**src/rtl/fpu_dispatch_seq_pkg.sv**
```systemverilog
// FPU dispatch shared types: op codes, unit encoding and op-to-unit decode.
package FPU_pkg;

    typedef logic [1:0] unit_t;

    localparam unit_t FPU_UNIT_ADD = 2'd0;
    localparam unit_t FPU_UNIT_MUL = 2'd1;
    localparam unit_t FPU_UNIT_CMP = 2'd2;
    localparam int    FPU_N_UNITS  = 3;

    localparam logic [4:0] FPU_OP_ADD = 5'd0;
    localparam logic [4:0] FPU_OP_SUB = 5'd1;
    localparam logic [4:0] FPU_OP_MUL = 5'd2;
    localparam logic [4:0] FPU_OP_SEQ = 5'd3;
    localparam logic [4:0] FPU_OP_SLT = 5'd4;
    localparam logic [4:0] FPU_OP_SLE = 5'd5;
    localparam logic [4:0] FPU_OP_MIN = 5'd6;
    localparam logic [4:0] FPU_OP_MAX = 5'd7;

    typedef struct packed {
        unit_t unit;
        logic  legal;
    } unit_sel_t;

    function automatic unit_sel_t fpu_unit_sel(input logic [4:0] op);
        unit_sel_t s;
        s.unit  = FPU_UNIT_ADD;
        s.legal = 1'b1;
        case (op)
            FPU_OP_ADD, FPU_OP_SUB: s.unit = FPU_UNIT_ADD;
            FPU_OP_MUL:             s.unit = FPU_UNIT_MUL;
            FPU_OP_SEQ, FPU_OP_SLT, FPU_OP_SLE,
            FPU_OP_MIN, FPU_OP_MAX: s.unit = FPU_UNIT_CMP;
            default:                s.legal = 1'b0;
        endcase
        return s;
    endfunction

endpackage

```
**src/rtl/fpu_dispatch_seq_tag_fifo.sv**
```systemverilog
// Order FIFO holding the unit tag of each accepted operation, oldest at head.
module fpu_tag_fifo #(
    parameter int DEPTH = 4,
    parameter int WIDTH = 2,
    localparam int AW = $clog2(DEPTH),
    localparam int CW = AW + 1
) (
    input  logic             clk,
    input  logic             reset,
    input  logic             push,
    input  logic             pop,
    input  logic             flush,
    input  logic [WIDTH-1:0] data_in,
    output logic             full,
    output logic             empty,
    output logic [WIDTH-1:0] head,
    output logic [CW-1:0]    count
);

    logic [WIDTH-1:0] mem [DEPTH];
    logic [AW-1:0]    rd_ptr;
    logic [AW-1:0]    wr_ptr;
    logic             do_push;
    logic             do_pop;

    assign full    = (count == CW'(DEPTH));
    assign empty   = (count == '0);
    assign head    = mem[rd_ptr];
    // A full FIFO refuses a push even when a pop frees a slot this cycle.
    assign do_push = push && !full;
    assign do_pop  = pop && !empty;

    always_ff @(posedge clk) begin
        if (!reset || flush) begin
            count  <= '0;
            rd_ptr <= '0;
            wr_ptr <= '0;
        end else begin
            if (do_push) begin
                mem[wr_ptr] <= data_in;
                wr_ptr      <= wr_ptr + 1'b1;
            end
            if (do_pop)
                rd_ptr <= rd_ptr + 1'b1;
            case ({do_push, do_pop})
                2'b10:   count <= count + 1'b1;
                2'b01:   count <= count - 1'b1;
                default: count <= count;
            endcase
        end
    end

endmodule

```
**src/rtl/fpu_dispatch_seq.sv**
```systemverilog
// Issues FPU ops to ADD/MUL/CMP units and retires their results in acceptance order.
module fpu_dispatch_seq
    import FPU_pkg::*;
#(
    parameter int DEPTH = 4
) (
    input  logic        clk,
    input  logic        reset,
    input  logic        flush,
    input  logic        valid_in,
    output logic        ready_out,
    input  logic [4:0]  op,
    output logic [2:0]  u_valid_out,
    input  logic [2:0]  u_ready_in,
    input  logic [2:0]  u_valid_in,
    output logic [2:0]  u_ready_out,
    input  logic [95:0] u_result,
    input  logic [14:0] u_flags,
    output logic        valid_out,
    input  logic        ready_in,
    output logic [31:0] result,
    output logic [4:0]  flags,
    output logic        busy
);

    localparam int CW = $clog2(DEPTH) + 1;

    unit_sel_t     sel;
    unit_t         h;
    logic          full;
    logic          empty;
    logic [CW-1:0] count;
    logic [3:0]    uri;
    logic [3:0]    uvi;
    logic [3:0]    sel_oh;
    logic [3:0]    head_oh;
    logic          issue_ok;
    logic          accept;
    logic          pop;

    assign sel     = fpu_unit_sel(op);
    assign uri     = {1'b0, u_ready_in};
    assign uvi     = {1'b0, u_valid_in};
    assign sel_oh  = 4'b0001 << sel.unit;
    assign head_oh = 4'b0001 << h;

    assign issue_ok    = valid_in && sel.legal && !full && !flush && reset;
    assign ready_out   = sel.legal && uri[sel.unit] && !full && !flush && reset;
    assign u_valid_out = issue_ok ? sel_oh[2:0] : 3'b000;
    assign accept      = valid_in && ready_out;

    // Only the oldest unit may hand back a result; younger completions stall.
    assign valid_out   = !empty && uvi[h] && !flush && reset;
    assign u_ready_out = (ready_in && !empty && !flush && reset) ? head_oh[2:0] : 3'b000;
    assign pop         = valid_out && ready_in;
    assign busy        = (count != '0);

    always_comb begin
        result = 32'd0;
        flags  = 5'd0;
        if (valid_out) begin
            case (h)
                FPU_UNIT_ADD: begin result = u_result[31:0];  flags = u_flags[4:0];   end
                FPU_UNIT_MUL: begin result = u_result[63:32]; flags = u_flags[9:5];   end
                FPU_UNIT_CMP: begin result = u_result[95:64]; flags = u_flags[14:10]; end
                default:      begin result = 32'd0;           flags = 5'd0;           end
            endcase
        end
    end

    fpu_tag_fifo #(
        .DEPTH (DEPTH),
        .WIDTH ($bits(unit_t))
    ) u_fifo (
        .clk     (clk),
        .reset   (reset),
        .push    (accept),
        .pop     (pop),
        .flush   (flush),
        .data_in (sel.unit),
        .full    (full),
        .empty   (empty),
        .head    (h),
        .count   (count)
    );

endmodule

```
**config.mk**
```make
export PLATFORM = sky130hd
export DESIGN_NAME = fpu_dispatch_seq
export DESIGN_NICKNAME = d
export VERILOG_FILES = /design/src/rtl/fpu_dispatch_seq_pkg.sv /design/src/rtl/fpu_dispatch_seq_tag_fifo.sv /design/src/rtl/fpu_dispatch_seq.sv
export SDC_FILE = /design/constraint.sdc
export NUM_CORES = 1
export LEC_CHECK = 0
export CORE_ASPECT_RATIO = 1.4
export CORE_MARGIN = 2
export CORE_UTILIZATION = 32
export CTS_CLUSTER_DIAMETER = 50
export DETAILED_ROUTE_END_ITERATION = 12
export PLACE_DENSITY = 0.85
export SLEW_MARGIN = 25
export SYNTH_ARGS = -nofsm -noshare
export SYNTH_HDL_FRONTEND = slang
export SYNTH_SLANG_ARGS = --single-unit
```
**constraint.sdc**
```tcl
create_clock -name clk -period 3.4 [get_ports clk]
set_input_delay 0.68 -clock clk [delete_from_list [all_inputs] [get_ports clk]]
set_output_delay 0.68 -clock clk [all_outputs]
set_load 0.02 [all_outputs]
```
[Word-level counts from Yosys, hierarchy flattened]
Memories as Yosys holds them, arrays and structs flattened. A register that Yosys moved wholly into a read port is not among the register bits.
Cells that the tools add are included.
Operators by class
  add/subtract/negate cells: 4
  $lt $le $gt $ge: 2
  equality and inequality tests: 12
  shifts and indexed selects: 2
  mux-type cells: 18
  reductions and logical operators: 30
Operators by type and width (number)
  $pmux W32 S3: 1
  $mux W32: 1
  $eq A5 B3 Y1 const B: 4
  $logic_and A1 B1 Y1: 18
  $pmux W5 S3: 1
  $eq A5 B2 Y1 const B: 2
  $reduce_or A8 Y1: 1
  $lt A2 B3 Y1 const B: 2
  $mux W1: 6
  $mux W3: 2
  $pmux W3 S2: 1
  $shl A1 B2 Y3 const A: 2
  $eq A5 B1 Y1 const B: 1
  $logic_not A5 Y1: 1
  $mux W5: 1
  $reduce_or A5 Y1: 1
  $add A2 B1 Y2 const B: 2
  $bmux W1 S2: 2
  $eq A2 B1 Y1 const B: 2
  $eq A2 B2 Y1 const B: 2
  $logic_not A1 Y1: 4
  $mux W2: 2
  $pmux W2 S2: 1
  $add A3 B1 Y3 const B: 1
  7 further kinds: 7
Word-level totals
  flip-flop bits (word level): 7
  memory bits (writable): 8
  input bits: 127
  memories kept: 1
Memories
  u_fifo.mem: depth 4, bits a word 2, read ports 1, clocked after Yosys merged registers in 1, wr ports 1, line fpu_dispatch_seq_tag_fifo.sv:20  | logic [WIDTH-1:0] mem [DEPTH];

[Depth between registers and ports, before layout]
  word-level depth: 14
  mapped depth: 11
  mapped depth without buffers: 10

[Cells and area by module]
Synthesis repeated with hierarchy kept, for this count alone.
Unflattened totals
  cells, all modules: 227
  area total of the unflattened synthesis: 2023.2 um2
Modules (own cells, without submodules)
  fpu_dispatch_seq: times used 1, cells an instance 163, area each 1243.7 um2, sequential area each 0.0 um2
  fpu_tag_fifo: times used 1, cells an instance 64, area each 779.5 um2, sequential area each 420.4 um2

[Worst setup path after synthesis]
No wires, ideal clock.
  kind: reg-to-output
  start point: register with a tool-made name
  end point: output result[12]
  data arrival time: 2056 ps
  required time: 2720 ps
  setup slack: 664 ps
  cell stages (with the launch flop): 7
  buffers on the path: 2
  path through: dfxtp_1 > mux4_2 > nor2b_1 > buf_4 > buf_4 > a22oi_1 > nor3_1
RTL lines
  end: declaration: line fpu_dispatch_seq.sv:21  | output logic [31:0] result,

[Worst setup path in the final report]
  start point: input reset
  end point: output u_valid_out[2]
Between the ends
  cells in the longest elaborated chain, start to end: 2
RTL lines
  start: declaration: line fpu_dispatch_seq.sv:8  | input logic reset,
  $logic_and A1 B1 Y1: line fpu_dispatch_seq.sv:47  | assign issue_ok = valid_in && sel.legal && !full && !flush && reset;
  $mux W3: line fpu_dispatch_seq.sv:49  | assign u_valid_out = issue_ok ? sel_oh[2:0] : 3'b000;
  end: declaration: line fpu_dispatch_seq.sv:13  | output logic [2:0] u_valid_out,
Every way passes these cells.

==> flow_metrics.py <==
metrics = {
    "status": {
        "status": "finished, final reports clean",
    },
    "setup_path": {
        "critical_path.endpoint_type": "primary output",
        "worstPathRequired_ns": 2.72,
        "worst_ep_arrival_time_ns": 2.56,
        "crit_type": "input pin to primary output",
        "start_kind": "input pin",
        "crit_fanout": 7,
    },
    "place": {
        "port_buffers": 172,
        "dp_slack_ns": 0.0692,
        "place_hpwl_um": 6010,
        "place_inst": 460,
        "dpl_cell_area_sq_um": 3750,
        "gp_congestion": 0.852,
    },
    "synthesis": {
        "netlist_instances": 229,
        "yosys.area.top_type": "mux2_2",
        "synth.cell_area_sq_um": 1960,
        "yosys-top-cells-count": "43 x nor3_1, 38 x a22oi_1, 37 x mux2_2, 11 x inv_1, 11 x nor2_1",
        "synth-seq-cells": 17,
        "synth.area.top_cells": "mux2_2 21%, a22oi_1 15%, edfxtp_1 12%",
        "synth_fp_nets": 362,
        "synth_area_per_cell_sq_um": 8.54,
        "yosysWarnings": 0,
        "yosysMostFrequentCell": "nor3_1",
        "synthArstFlopShare_pct": 0,
        "synth_top_cell_area_share_pct": 21.3,
        "synth-edff-count": 8,
        "synth_flop_cell": "dfxtp_1",
        "synth_seq_area_share_pct": 21.5,
        "synthDistinctLibCells": 35,
    },
    "finish": {
        "fin_area_sq_um": 3880,
        "instances_no_fill": 465,
        "multiInputGateArea_sq_um": 1380,
        "fillerInstances": 480,
        "fin_nets": 529,
        "fin_util_pct": 66.3,
        "areaGrowthSynthToFinish_pct": 98.7,
        "num_antenna_cells": 0,
        "regArea_sq_um": 420,
        "drive_gt1_share_pct": 14.9,
    },
    "detailed_routing": {
        "post_drt_wl_per_cell_um": 16.3,
        "num_vias": 2465,
        "routed_via_density": 5.30,
        "drtPass1Iterations": 4,
        "drt_iter0_drc": 81,
        "ant_nets": 0,
        "totalWireLength_um": 7560,
        "drc": 0,
    },
    "grt": {
        "grt_pass1_wl_um": 11500,
        "grt_pass1_vias": 2451,
        "track_usage_pct": 20.8,
        "grt_antenna_before_repair": 0,
        "gr-total-overflow": 0,
        "grt_max_degree": 39,
    },
    "floorplan": {
        "initial_core_util_pct": 33.4,
        "die_w_um": 70.1,
        "row_count": 33,
        "fp.dieH_um": 96.5,
        "ios": 173,
        "dieArea_sq_um": 6760,
        "coreArea_sq_um": 5860,
    },
    "power": {
        "p_total_mw": 0.574,
        "p_per_area_nw_per_um2": 148,
        "power_leakage_nw": 1.95,
        "irDropWorstVdd_mv": 0.196,
    },
    "sta": {
        "slew_headroom_pct": 61.1,
        "rsz0062_at_grt": "no",
        "timing.final.max_slew_violations": 0,
        "finalClockSkew_ns": 0.00268,
        "layout_min_cycle_time_ns": 3.24,
        "hold_ws_ns": 0.457,
        "final-setup-viol-count": 0,
        "fin_crit_sh_pct": 95.4,
        "setup_slack_ns": 0.157,
        "worstMarginPinSlew_ns": 0.579,
        "setup_tns_ns": 0,
        "fmax_mhz": 308,
        "finalHoldViolCount": 0,
    },
    "min_path": {
        "hp-class": "register to register",
    },
    "clock_tree": {
        "cts.clk_slew.worst_paths_ns": 0.06,
        "root_buffer": "clkbuf_8",
        "cts.path.max_buffers": 2,
        "clk_latency_ns": 0.25,
        "htreeDepth": 1,
        "cts_buffers": 3,
        "cts_hold_repair.buffers": 0,
        "cts_tree": "yes",
        "cts.sinks": 17,
    },
    "job": {
        "max_cap_violations": 0,
    },
}
area by class of cell:
| cell class | count | share of cell area, % |
|---|---|---|
| Clock inverter | 1 | 0.129 |
| Tap cell | 70 | 2.25 |
| Multi-Input combinational cell | 180 | 35.5 |
| Clock buffer | 3 | 1.06 |
| Sequential cell | 17 | 10.8 |
| Timing Repair Buffer | 183 | 49.1 |
| Inverter | 11 | 1.06 |
cells by family after synthesis:
kind of cell	synth area share, %
xor+xnor	0.896
compound gates	17.6
flops	21.5
simple gates	20.8
mux	26.9
buf+inv	8.06
fa+ha+maj	4.22
placed cells by master (no fill, tap or decap), types with 5 or more instances in the layout:
master	netlist	routed
nor2_1	11	11
and2_1	5	5
nand2_1	7	7
clkdlybuf4s50_1	0	134
ha_1	5	5
a22oi_1	38	38
mux2i_1	5	5
nor3_1	43	43
buf_4	4	8
dlygate4sd2_1	0	5
edfxtp_1	8	8
dlymetal6s2s_1	0	33
inv_1	11	11
mux2_2	37	37
dfxtp_1	9	9
path summary, 6_finish.rpt:
path | slack [ns] | end | start | depth (start not counted)
setup / recovery | 0.16 | u_valid_out[2] | reset | 6
hold / removal | 0.46 | u_fifo.rd_ptr[1] | u_fifo.rd_ptr[1] | 1
setup reg to reg | 0.39 | u_fifo.count[2] | register | 11
hold reg to reg | 0.46 | u_fifo.rd_ptr[1] | u_fifo.rd_ptr[1] | 1
power breakdown:
part | internal (mW) | switching (mW)
logic | 0.160 | 0.0509
clock network | 0.0813 | 0.0676
registers | 0.214 | 0.000374
total | 0.455 | 0.119
worst max-delay path, cell delays in order:
cell	delay [ns]
clkdlybuf4s50_1	0.50
nor2b_1	0.18
buf_4	0.17
nand4_1	0.17
nor3_1	0.23
clkdlybuf4s50_1	0.63
per-layer routing:
layer  vias up  global-route usage (%)  routed length [um]
met5         -                       0                   0
li1       1200                       -                   -
met2       109                    39.5                4070
met4         0                    5.77                 153
met3        15                    3.94                 482
met1      1141                    23.8                2860
timing repair:
item / 4_1_cts / 5_1_grt
gates resized for setup: 5 / 34
buffers inserted: 1 / 0
endpoints found under the setup margin: 38 / 33
(Power assumes the default switching activity.)
